### src/rtl/updown_sweep_counter_if.sv
// Host register bus for the sweep counter: active-low strobes, a 3-bit register select
// and separate write/read data paths.
interface updown_sweep_counter_if #(
    parameter int WIDTH = 8
);
    logic [2:0]       addr;
    logic             ncs;
    logic             nwr;
    logic             nrd;
    logic [WIDTH-1:0] din;
    logic [WIDTH-1:0] dout;

    modport master (output addr, ncs, nwr, nrd, din, input dout);
    modport slave  (input addr, ncs, nwr, nrd, din, output dout);
endinterface

### src/rtl/updown_sweep_counter.sv
// Register-programmed up/down sweep counter: START -> UPPER -> LOWER -> START for NCYC
// sweeps (or forever in continuous mode), with abort, config validation and status readback.
module updown_sweep_counter #(
    parameter int WIDTH = 8,
    parameter int CYC_W = 8
) (
    input  logic                   clk,
    input  logic                   rst,
    updown_sweep_counter_if.slave  bus,
    input  logic                   start,
    output logic [WIDTH-1:0]       cout,
    output logic                   dir,
    output logic                   ec,
    output logic                   err,
    output logic                   busy
);
    localparam logic [2:0] A_START  = 3'd0;
    localparam logic [2:0] A_UPPER  = 3'd1;
    localparam logic [2:0] A_LOWER  = 3'd2;
    localparam logic [2:0] A_NCYC   = 3'd3;
    localparam logic [2:0] A_CTRL   = 3'd4;
    localparam logic [2:0] A_STATUS = 3'd5;
    localparam logic [2:0] A_SWEEPS = 3'd6;

    typedef enum logic {S_IDLE, S_RUN} state_t;

    state_t           state_reg;
    logic [WIDTH-1:0] start_reg;
    logic [WIDTH-1:0] upper_reg;
    logic [WIDTH-1:0] lower_reg;
    logic [CYC_W-1:0] ncyc_reg;
    logic             cont_reg;
    logic [WIDTH-1:0] cout_reg;
    logic             dir_reg;
    logic             ec_reg;
    logic             err_reg;
    logic             busy_reg;
    logic             aborted_reg;
    logic [CYC_W-1:0] sweeps_reg;

    logic             wr_en;
    logic             rd_en;
    logic             abort_req;
    logic             cfg_valid;
    logic [WIDTH-1:0] cout_next;
    logic             dir_next;
    logic             at_boundary;
    logic [CYC_W-1:0] sweeps_next;

    assign wr_en     = !bus.ncs && !bus.nwr && bus.nrd;
    assign rd_en     = !bus.ncs && !bus.nrd;
    assign abort_req = wr_en && (bus.addr == A_CTRL) && bus.din[1] && (state_reg == S_RUN);
    assign cfg_valid = (lower_reg <= start_reg) && (start_reg < upper_reg)
                       && ((ncyc_reg != '0) || cont_reg);

    // One step of the sweep; the limits guarantee the step never wraps.
    always_comb begin
        cout_next   = dir_reg ? cout_reg + WIDTH'(1) : cout_reg - WIDTH'(1);
        dir_next    = dir_reg;
        if (cout_next == upper_reg) begin
            dir_next = 1'b0;
        end else if (cout_next == lower_reg) begin
            dir_next = 1'b1;
        end
        at_boundary = (cout_next == start_reg) && dir_next;
        sweeps_next = sweeps_reg + CYC_W'(1);
        if (!cont_reg && (sweeps_reg == '1)) begin
            sweeps_next = sweeps_reg;
        end
    end

    always_ff @(posedge clk) begin
        if (rst) begin
            state_reg   <= S_IDLE;
            start_reg   <= '0;
            upper_reg   <= '0;
            lower_reg   <= '0;
            ncyc_reg    <= '0;
            cont_reg    <= 1'b0;
            cout_reg    <= '0;
            dir_reg     <= 1'b0;
            ec_reg      <= 1'b0;
            err_reg     <= 1'b0;
            busy_reg    <= 1'b0;
            aborted_reg <= 1'b0;
            sweeps_reg  <= '0;
        end else begin
            ec_reg <= 1'b0;

            // Limit registers are frozen while a sweep runs; CTRL stays writable so abort works.
            if (wr_en) begin
                case (bus.addr)
                    A_START: if (state_reg == S_IDLE) start_reg <= bus.din;
                    A_UPPER: if (state_reg == S_IDLE) upper_reg <= bus.din;
                    A_LOWER: if (state_reg == S_IDLE) lower_reg <= bus.din;
                    A_NCYC:  if (state_reg == S_IDLE) ncyc_reg  <= CYC_W'(bus.din);
                    A_CTRL:  cont_reg <= bus.din[0];
                    default: ;
                endcase
            end

            case (state_reg)
                S_IDLE: begin
                    if (start) begin
                        if (cfg_valid) begin
                            state_reg   <= S_RUN;
                            cout_reg    <= start_reg;
                            dir_reg     <= 1'b1;
                            busy_reg    <= 1'b1;
                            err_reg     <= 1'b0;
                            aborted_reg <= 1'b0;
                            sweeps_reg  <= '0;
                        end else begin
                            err_reg <= 1'b1;
                        end
                    end
                end
                S_RUN: begin
                    if (abort_req) begin
                        state_reg   <= S_IDLE;
                        busy_reg    <= 1'b0;
                        aborted_reg <= 1'b1;
                    end else begin
                        cout_reg <= cout_next;
                        dir_reg  <= dir_next;
                        if (at_boundary) begin
                            sweeps_reg <= sweeps_next;
                            if (!cont_reg && (sweeps_next == ncyc_reg)) begin
                                ec_reg    <= 1'b1;
                                busy_reg  <= 1'b0;
                                state_reg <= S_IDLE;
                            end
                        end
                    end
                end
                default: state_reg <= S_IDLE;
            endcase
        end
    end

    always_comb begin
        bus.dout = '0;
        if (rd_en) begin
            case (bus.addr)
                A_START:  bus.dout = start_reg;
                A_UPPER:  bus.dout = upper_reg;
                A_LOWER:  bus.dout = lower_reg;
                A_NCYC:   bus.dout = WIDTH'(ncyc_reg);
                A_CTRL:   bus.dout = WIDTH'(cont_reg);
                A_STATUS: bus.dout = WIDTH'({aborted_reg, busy_reg, err_reg, dir_reg});
                A_SWEEPS: bus.dout = WIDTH'(sweeps_reg);
                default:  bus.dout = '0;
            endcase
        end
    end

    assign cout = cout_reg;
    assign dir  = dir_reg;
    assign ec   = ec_reg;
    assign err  = err_reg;
    assign busy = busy_reg;
endmodule

### src/flat_wrapper.sv
// flat-port wrapper written by rule: the top's interface ports become plain ports
module updown_sweep_counter_flat 
#(
    parameter int WIDTH = 8,
    parameter int CYC_W = 8
)
  (clk, rst, start, cout, dir, ec, err, busy, bus_addr, bus_ncs, bus_nwr, bus_nrd, bus_din, bus_dout);
  updown_sweep_counter_if #(.WIDTH(WIDTH)) bus_i ();
  input  logic clk;
  input  logic rst;
  input  logic start;
  output logic [WIDTH-1:0] cout;
  output logic dir;
  output logic ec;
  output logic err;
  output logic busy;
  input wire logic [$bits(bus_i.addr)-1:0] bus_addr;
  input wire logic [$bits(bus_i.ncs)-1:0] bus_ncs;
  input wire logic [$bits(bus_i.nwr)-1:0] bus_nwr;
  input wire logic [$bits(bus_i.nrd)-1:0] bus_nrd;
  input wire logic [$bits(bus_i.din)-1:0] bus_din;
  output wire logic [$bits(bus_i.dout)-1:0] bus_dout;
  assign bus_i.addr = bus_addr;
  assign bus_i.ncs = bus_ncs;
  assign bus_i.nwr = bus_nwr;
  assign bus_i.nrd = bus_nrd;
  assign bus_i.din = bus_din;
  assign bus_dout = bus_i.dout;
  updown_sweep_counter #(.WIDTH(WIDTH), .CYC_W(CYC_W)) u_core (.clk(clk), .rst(rst), .bus(bus_i), .start(start), .cout(cout), .dir(dir), .ec(ec), .err(err), .busy(busy));
endmodule
### config.mk
export PLATFORM = sky130hd
export DESIGN_NAME = updown_sweep_counter_flat
export DESIGN_NICKNAME = d
export VERILOG_FILES = /design/src/rtl/updown_sweep_counter_if.sv /design/src/rtl/updown_sweep_counter.sv /design/src/flat_wrapper.sv
export SDC_FILE = /design/constraint.sdc
export NUM_CORES = 1
export LEC_CHECK = 0
export ABC_AREA = 1
export ABC_CLOCK_PERIOD_IN_PS = 4950
export CORE_UTILIZATION = 60
export CTS_CLUSTER_SIZE = 10
export DETAILED_ROUTE_END_ITERATION = 8
export PLACE_DENSITY_LB_ADDON = 0.3
export SETUP_SLACK_MARGIN = 0.4
export SLEW_MARGIN = 20
export SYNTH_ARGS = -nofsm -noshare
export SYNTH_HDL_FRONTEND = slang
export SYNTH_SLANG_ARGS = --single-unit
### constraint.sdc
create_clock -name clk -period 4.95 [get_ports clk]
set_clock_uncertainty 0.2 [all_clocks]
set_input_delay 0.495 -clock clk [delete_from_list [all_inputs] [get_ports clk]]
set_output_delay 0.495 -clock clk [all_outputs]
set_load 0.01 [all_outputs]
### Word level (Yosys, flattened, before mapping)

Cells that the tools add are included.

| storage, ports and cells | value |
|---|---|
| output and inout bits | 20 |
| register bits | 55 |
| input bits | 17 |
| word-level logic and storage cells | 102 |

| cells by class | value |
|---|---|
| multiplexer cells | 35 |
| reductions and logical operators | 29 |
| bitwise gates (word level) | 2 |
| $add $sub $neg | 3 |
| order comparisons | 2 |
| eq/ne operators | 18 |

Operators by type and width:

| operator | number |
|---|---|
| 8-bit two-way mux | 10 |
| 8-bit case mux with 7 select lines | 1 |
| 8-bit == test | 4 |
| 8-bit case mux with 2 select lines | 2 |
| 1-bit two-way mux | 18 |
| 3-bit AND reduction | 6 |
| 8-bit by 1-bit adder with 8-bit output, second input constant | 2 |
| 1-bit logical AND | 11 |
| 3-bit == test, second input constant | 3 |
| 8-bit == test, second input constant | 1 |
| 8-bit less-or-equal comparator | 1 |
| 8-bit less-than comparator | 1 |
| 2-bit inequality test, second input constant | 4 |
| 1-bit case mux with 2 select lines | 4 |
| 4-bit AND reduction | 2 |
| 8-bit nonzero test | 1 |
| 8-bit by 1-bit subtractor with 8-bit output, second input constant | 1 |
| 3-bit by 2-bit == test with 1-bit output, second input constant | 2 |
| 3-bit inequality test, second input constant | 2 |
| 1-bit logical NOT | 4 |
| 2-bit AND reduction | 2 |
| 4-bit OR reduction | 1 |
| 3-bit by 1-bit == test with 1-bit output, second input constant | 1 |
| 3-bit logical NOT | 1 |
| other kinds (3) | 4 |

### Longest topological paths before layout

| depth | value |
|---|---|
| word-level depth | 9 |
| depth in mapped cells | 22 |
| depth with buffers taken out | 20 |

### Least setup slack after synthesis

Ideal clock, no wire load.

| timing | value |
|---|---|
| path kind | reg2reg |
| start | register u_core.cout_reg[0] (netlist: u_core.cout[0]) |
| end | register u_core.sweeps_reg[5] |
| data arrival time | 2.351 ns |
| cell stages (with the launch flop) | 21 |
| library setup time | 0.113 ns |
| clock period less this slack | 2.664 ns |
| path buffers | 2 |
| slack | 2.286 ns |
| cell sequence | dfxtp_1 > buf_4 > inv_1 > fa_1 > inv_1 > nand2_2 > nand2_2 > nand3_1 > nand2_2 > inv_2 > nand2_1 > nand2_1 > nor2_1 > nand2_1 > nor2_1 > nand3_2 > nand2_2 > nand2_4 > buf_6 > nor2_1 > nor2_1 |

| on the way | value |
|---|---|
| longest elaborated chain between the ends | 8 |

Ends and longest elaborated chain:

| element | RTL line | source |
|---|---|---|
| start, declared | updown_sweep_counter.sv:33 | `logic [WIDTH-1:0] cout_reg;` |
| start signal, assigned | updown_sweep_counter.sv:107 | `cout_reg <= start_reg;` |
| start signal, assigned | updown_sweep_counter.sv:124 | `cout_reg <= cout_next;` |
| 8-bit by 1-bit subtractor with 8-bit output or 8-bit by 1-bit adder with 8-bit output (tied branches) | updown_sweep_counter.sv:58 | `cout_next = dir_reg ? cout_reg + WIDTH'(1) : cout_reg - WIDTH'(1);` |
| 8-bit two-way mux (*) | updown_sweep_counter.sv:58 |  |
| 8-bit == test | updown_sweep_counter.sv:62 | `end else if (cout_next == lower_reg) begin` |
| 1-bit two-way mux | updown_sweep_counter.sv:62 |  |
| 1-bit two-way mux | updown_sweep_counter.sv:60 | `if (cout_next == upper_reg) begin` |
| 1-bit logical AND (*) | updown_sweep_counter.sv:65 | `at_boundary = (cout_next == start_reg) && dir_next;` |
| 2-bit inequality test (no source line) (*) | -- |  |
| 4-bit AND reduction (no source line) (*) | -- |  |
| end signal, assigned | updown_sweep_counter.sv:127 | `sweeps_reg <= sweeps_next;` |
| end, declared | updown_sweep_counter.sv:39 | `logic [CYC_W-1:0] sweeps_reg;` |

Every way passes the cells marked *; elsewhere a longest branch is shown, timed or not.
A chain may end at the register's enable or synchronous reset.

### Worst setup path in the final report

| timing | value |
|---|---|
| start | input port bus_addr[0] |
| end | output port bus_dout[6] |

| on the way | value |
|---|---|
| longest elaborated chain between the ends | 3 |

Ends and longest elaborated chain:

| element | RTL line | source |
|---|---|---|
| start, declared | flat_wrapper.sv:17 | `input wire logic [$bits(bus_i.addr)-1:0] bus_addr;` |
| 3-bit == test, or another cell as far along | updown_sweep_counter.sv:144 | `case (bus.addr)` |
| 8-bit case mux with 7 select lines (*) | updown_sweep_counter.sv:144 |  |
| 8-bit two-way mux (*) | updown_sweep_counter.sv:143 | `if (rd_en) begin` |
| end, declared | flat_wrapper.sv:22 | `output wire logic [$bits(bus_i.dout)-1:0] bus_dout;` |

Marked as above.

==> qor.yml <==
status:
  status: "complete, no violations"
cts:
  post_cts_resized: 0
  cts_max_level: 2
  cts_root_buffer: "clkbuf_8"
  cts_tree: "built"
  path_clk_slew_ns: 0.10
  cts.sinks: 55
  clkLatencyLatePin_ns: 0.31
  postCtsSetupBuffers: 0
  cts_buffers: 5
  cts_hold_buf: 0
  clk_path_buf_depth: 2
logic_synthesis:
  ys_types: 39
  ys_ff_latch: 55
  synth-simple-area-share: 0.328
  yosysSeqAreaShare: 0.281
  synth_warnings: 0
  synth_area_mm2: 0.00392
  synth_area_leaders: "dfxtp_1, nand2_1, inv_1"
  yosysTopAreaCellShare: 0.281
  synthMuxAreaShare: 0
  syn-num-nets: 648
  synth_fa_ha_area_frac: 0.0753
  synth_top_area_cell: "dfxtp_1"
  netlist_instances: 608
  synth-compound-area-share: 0.184
  synth_xor_area_frac: 0.0348
  syn_avg_cell_area_um2: 6.45
  synth_top_family_by_area: "simple AND/OR/NAND/NOR gates"
power:
  pwr_density_cell_mw_per_mm2: 227
  leakage_nw: 1.92
  vdd_drop_max_uv: 186
  power_mw: 1.00
sta:
  finalSetupViolCount: 0
  whs_ns: 0.277
  fmax_ghz: 0.281
  grt_setup_unrepaired: "false"
  tns_ns: 0
  fin_crit_sh: 0.719
  worst_pin_slew_ns: 0.734
  hold_viol_final: 0
  setup_ws_ns: 1.39
  fin_crit_ns: 3.56
  relSlewSlack: 0.509
  slew_viol_final: 0
finish:
  final_util: 0.700
  final-seq-area_mm2: 0.00110
  layout_commonest_cell: "nand2_1"
  multiInputGateArea_mm2: 0.00244
  drive_above_1_share: 0.0629
  final_cell_mix: "nand2_1, inv_1, nor2_1, dfxtp_1, a21oi_1"
  layout.cells.non_filler: 713
  syn2layout_area_growth_pct: 12.6
  nets: 676
  final_cell_area_mm2: 0.00442
  n_fill_cell: 572
  n_antenna_cell: 0
placement:
  preCtsSetupSlack_ns: 1.47
  dp.cells: 706
  dpl-instance-area_mm2: 0.00431
  dp_hpwl_um: 8510
  place_congestion: 0.972
  io_buffers: 36
min_path:
  worstHoldStart: "u_core.aborted_reg"
  holdPathEnd: "u_core.aborted_reg"
  holdPathStages: 2
  hold_class: "flip-flop to flip-flop"
critical_path:
  max_stage_delay_ns: 0.57
  cp.arrival_ns: 2.87
  cpMaxStageDelayCell: "clkdlybuf4s50_1"
  crit_fanout: 5
  criticalPathCategory: "input pin to primary output"
  end_kind: "primary output"
  r2r_slack_ns: 1.75
  r2r-end: "u_core.sweeps_reg[1]"
  critical_path.startpoint_type: "input pin"
  r2r_cells: 19
  r2r-start: "u_core.cout[0]"
  path_cells: "clkdlybuf4s50_1, inv_1, nor3_1, inv_1, o22ai_1, a211oi_1, nor2_1, clkdlybuf4s50_1"
  required_ns: 4.26
global_route:
  grt_max_degree: 39
  grt_pass1_wl_um: 18200
  antenna_found_initial: 0
  grt_pass1_vias: 3857
  grt_use_total: 0.328
  grt-ovfl-total: 0
die:
  core_mm2: 0.00631
  die_h_um: 82.9
  rows: 29
  ioPinCount: 37
  initial_core_util: 0.621
  die_x_um: 82.9
  die-area_mm2: 0.00686
route:
  ant_nets: 0
  viasPerCell: 5.90
  drt_pass1_iterations: 5
  vias: 4204
  wl_per_cell_um: 15.7
  drc: 0
  drt_first_iter_violations: 337
  drt-total-wl_um: 11200
flow_run:
  drv_cap: 0
[Yosys cell counts, drive strengths merged]
cell and count:
dfxtp 55, inv 79, a211oi 3, xnor2 1, xnor3 1, o211ai 3
nand3b 1, a221oi 2, or2 3, nor3 5, xor2 12, nand4 8
nand2 136, ha 22, fa 1, a21oi 55, nand3 57, clkbuf 12
a31oi 7, nor4 3, buf 5, o211a 1, o22ai 11, a2111oi 1
nor2 72, clkinv 1, o21ai 50, nor3b 1
[critical path, delay by kind of cell]
family,cells,cell delay (ns)
AND/OR/NAND/NOR,2,0.69
AO/OA/AOI/OAI,2,0.24
buffers and inverters,4,1.43
[area by class of cell]
cell class / count / area share
multi-input cells: 456 / 0.553
flip-flops and latches: 55 / 0.249
repair buffers: 38 / 0.0850
inverters: 80 / 0.0680
well taps: 77 / 0.0218
clock buffers: 6 / 0.0164
clock inverters: 1 / 0.00680
[worst max-delay path by stage]
stage	from	to	slack, ns	cells after the start
floorplan	u_core.cout[0]	u_core.sweeps_reg[5]	2.29	20
global placement	bus_addr[0]	bus_dout[3]	1.57	8
detailed placement	bus_addr[0]	bus_dout[6]	1.47	8
CTS	bus_addr[0]	bus_dout[3]	1.45	8
global route	bus_addr[0]	bus_dout[3]	1.24	8
finish	bus_addr[0]	bus_dout[6]	1.39	8
[metal layers]
metal  routed length (µm)  GRT usage
met1                 4770      0.445
met4                  229      0.110
met5                    0          0
met2                 5000      0.522
met3                 1170     0.0656
[logic make-up (layout without fill, tap and decap cells)]
kind of cell | Yosys count | count (layout)
DFF | 55 | 55
xor gates and xnor gates | 14 | 14
and+or+nand+nor | 286 | 286
AOI/OAI and AO/OA | 133 | 133
adders and majority gates | 23 | 23
buffers and inverters | 97 | 125
[where the power goes]
part           switching, mW  internal, mW  leakage (nW)
registers             0.0118         0.453         0.444
clock network          0.152         0.149        0.0513
logic                  0.148        0.0869          1.42
total                  0.312         0.689          1.92
No activity file was read; power rests on OpenSTA's default activity.
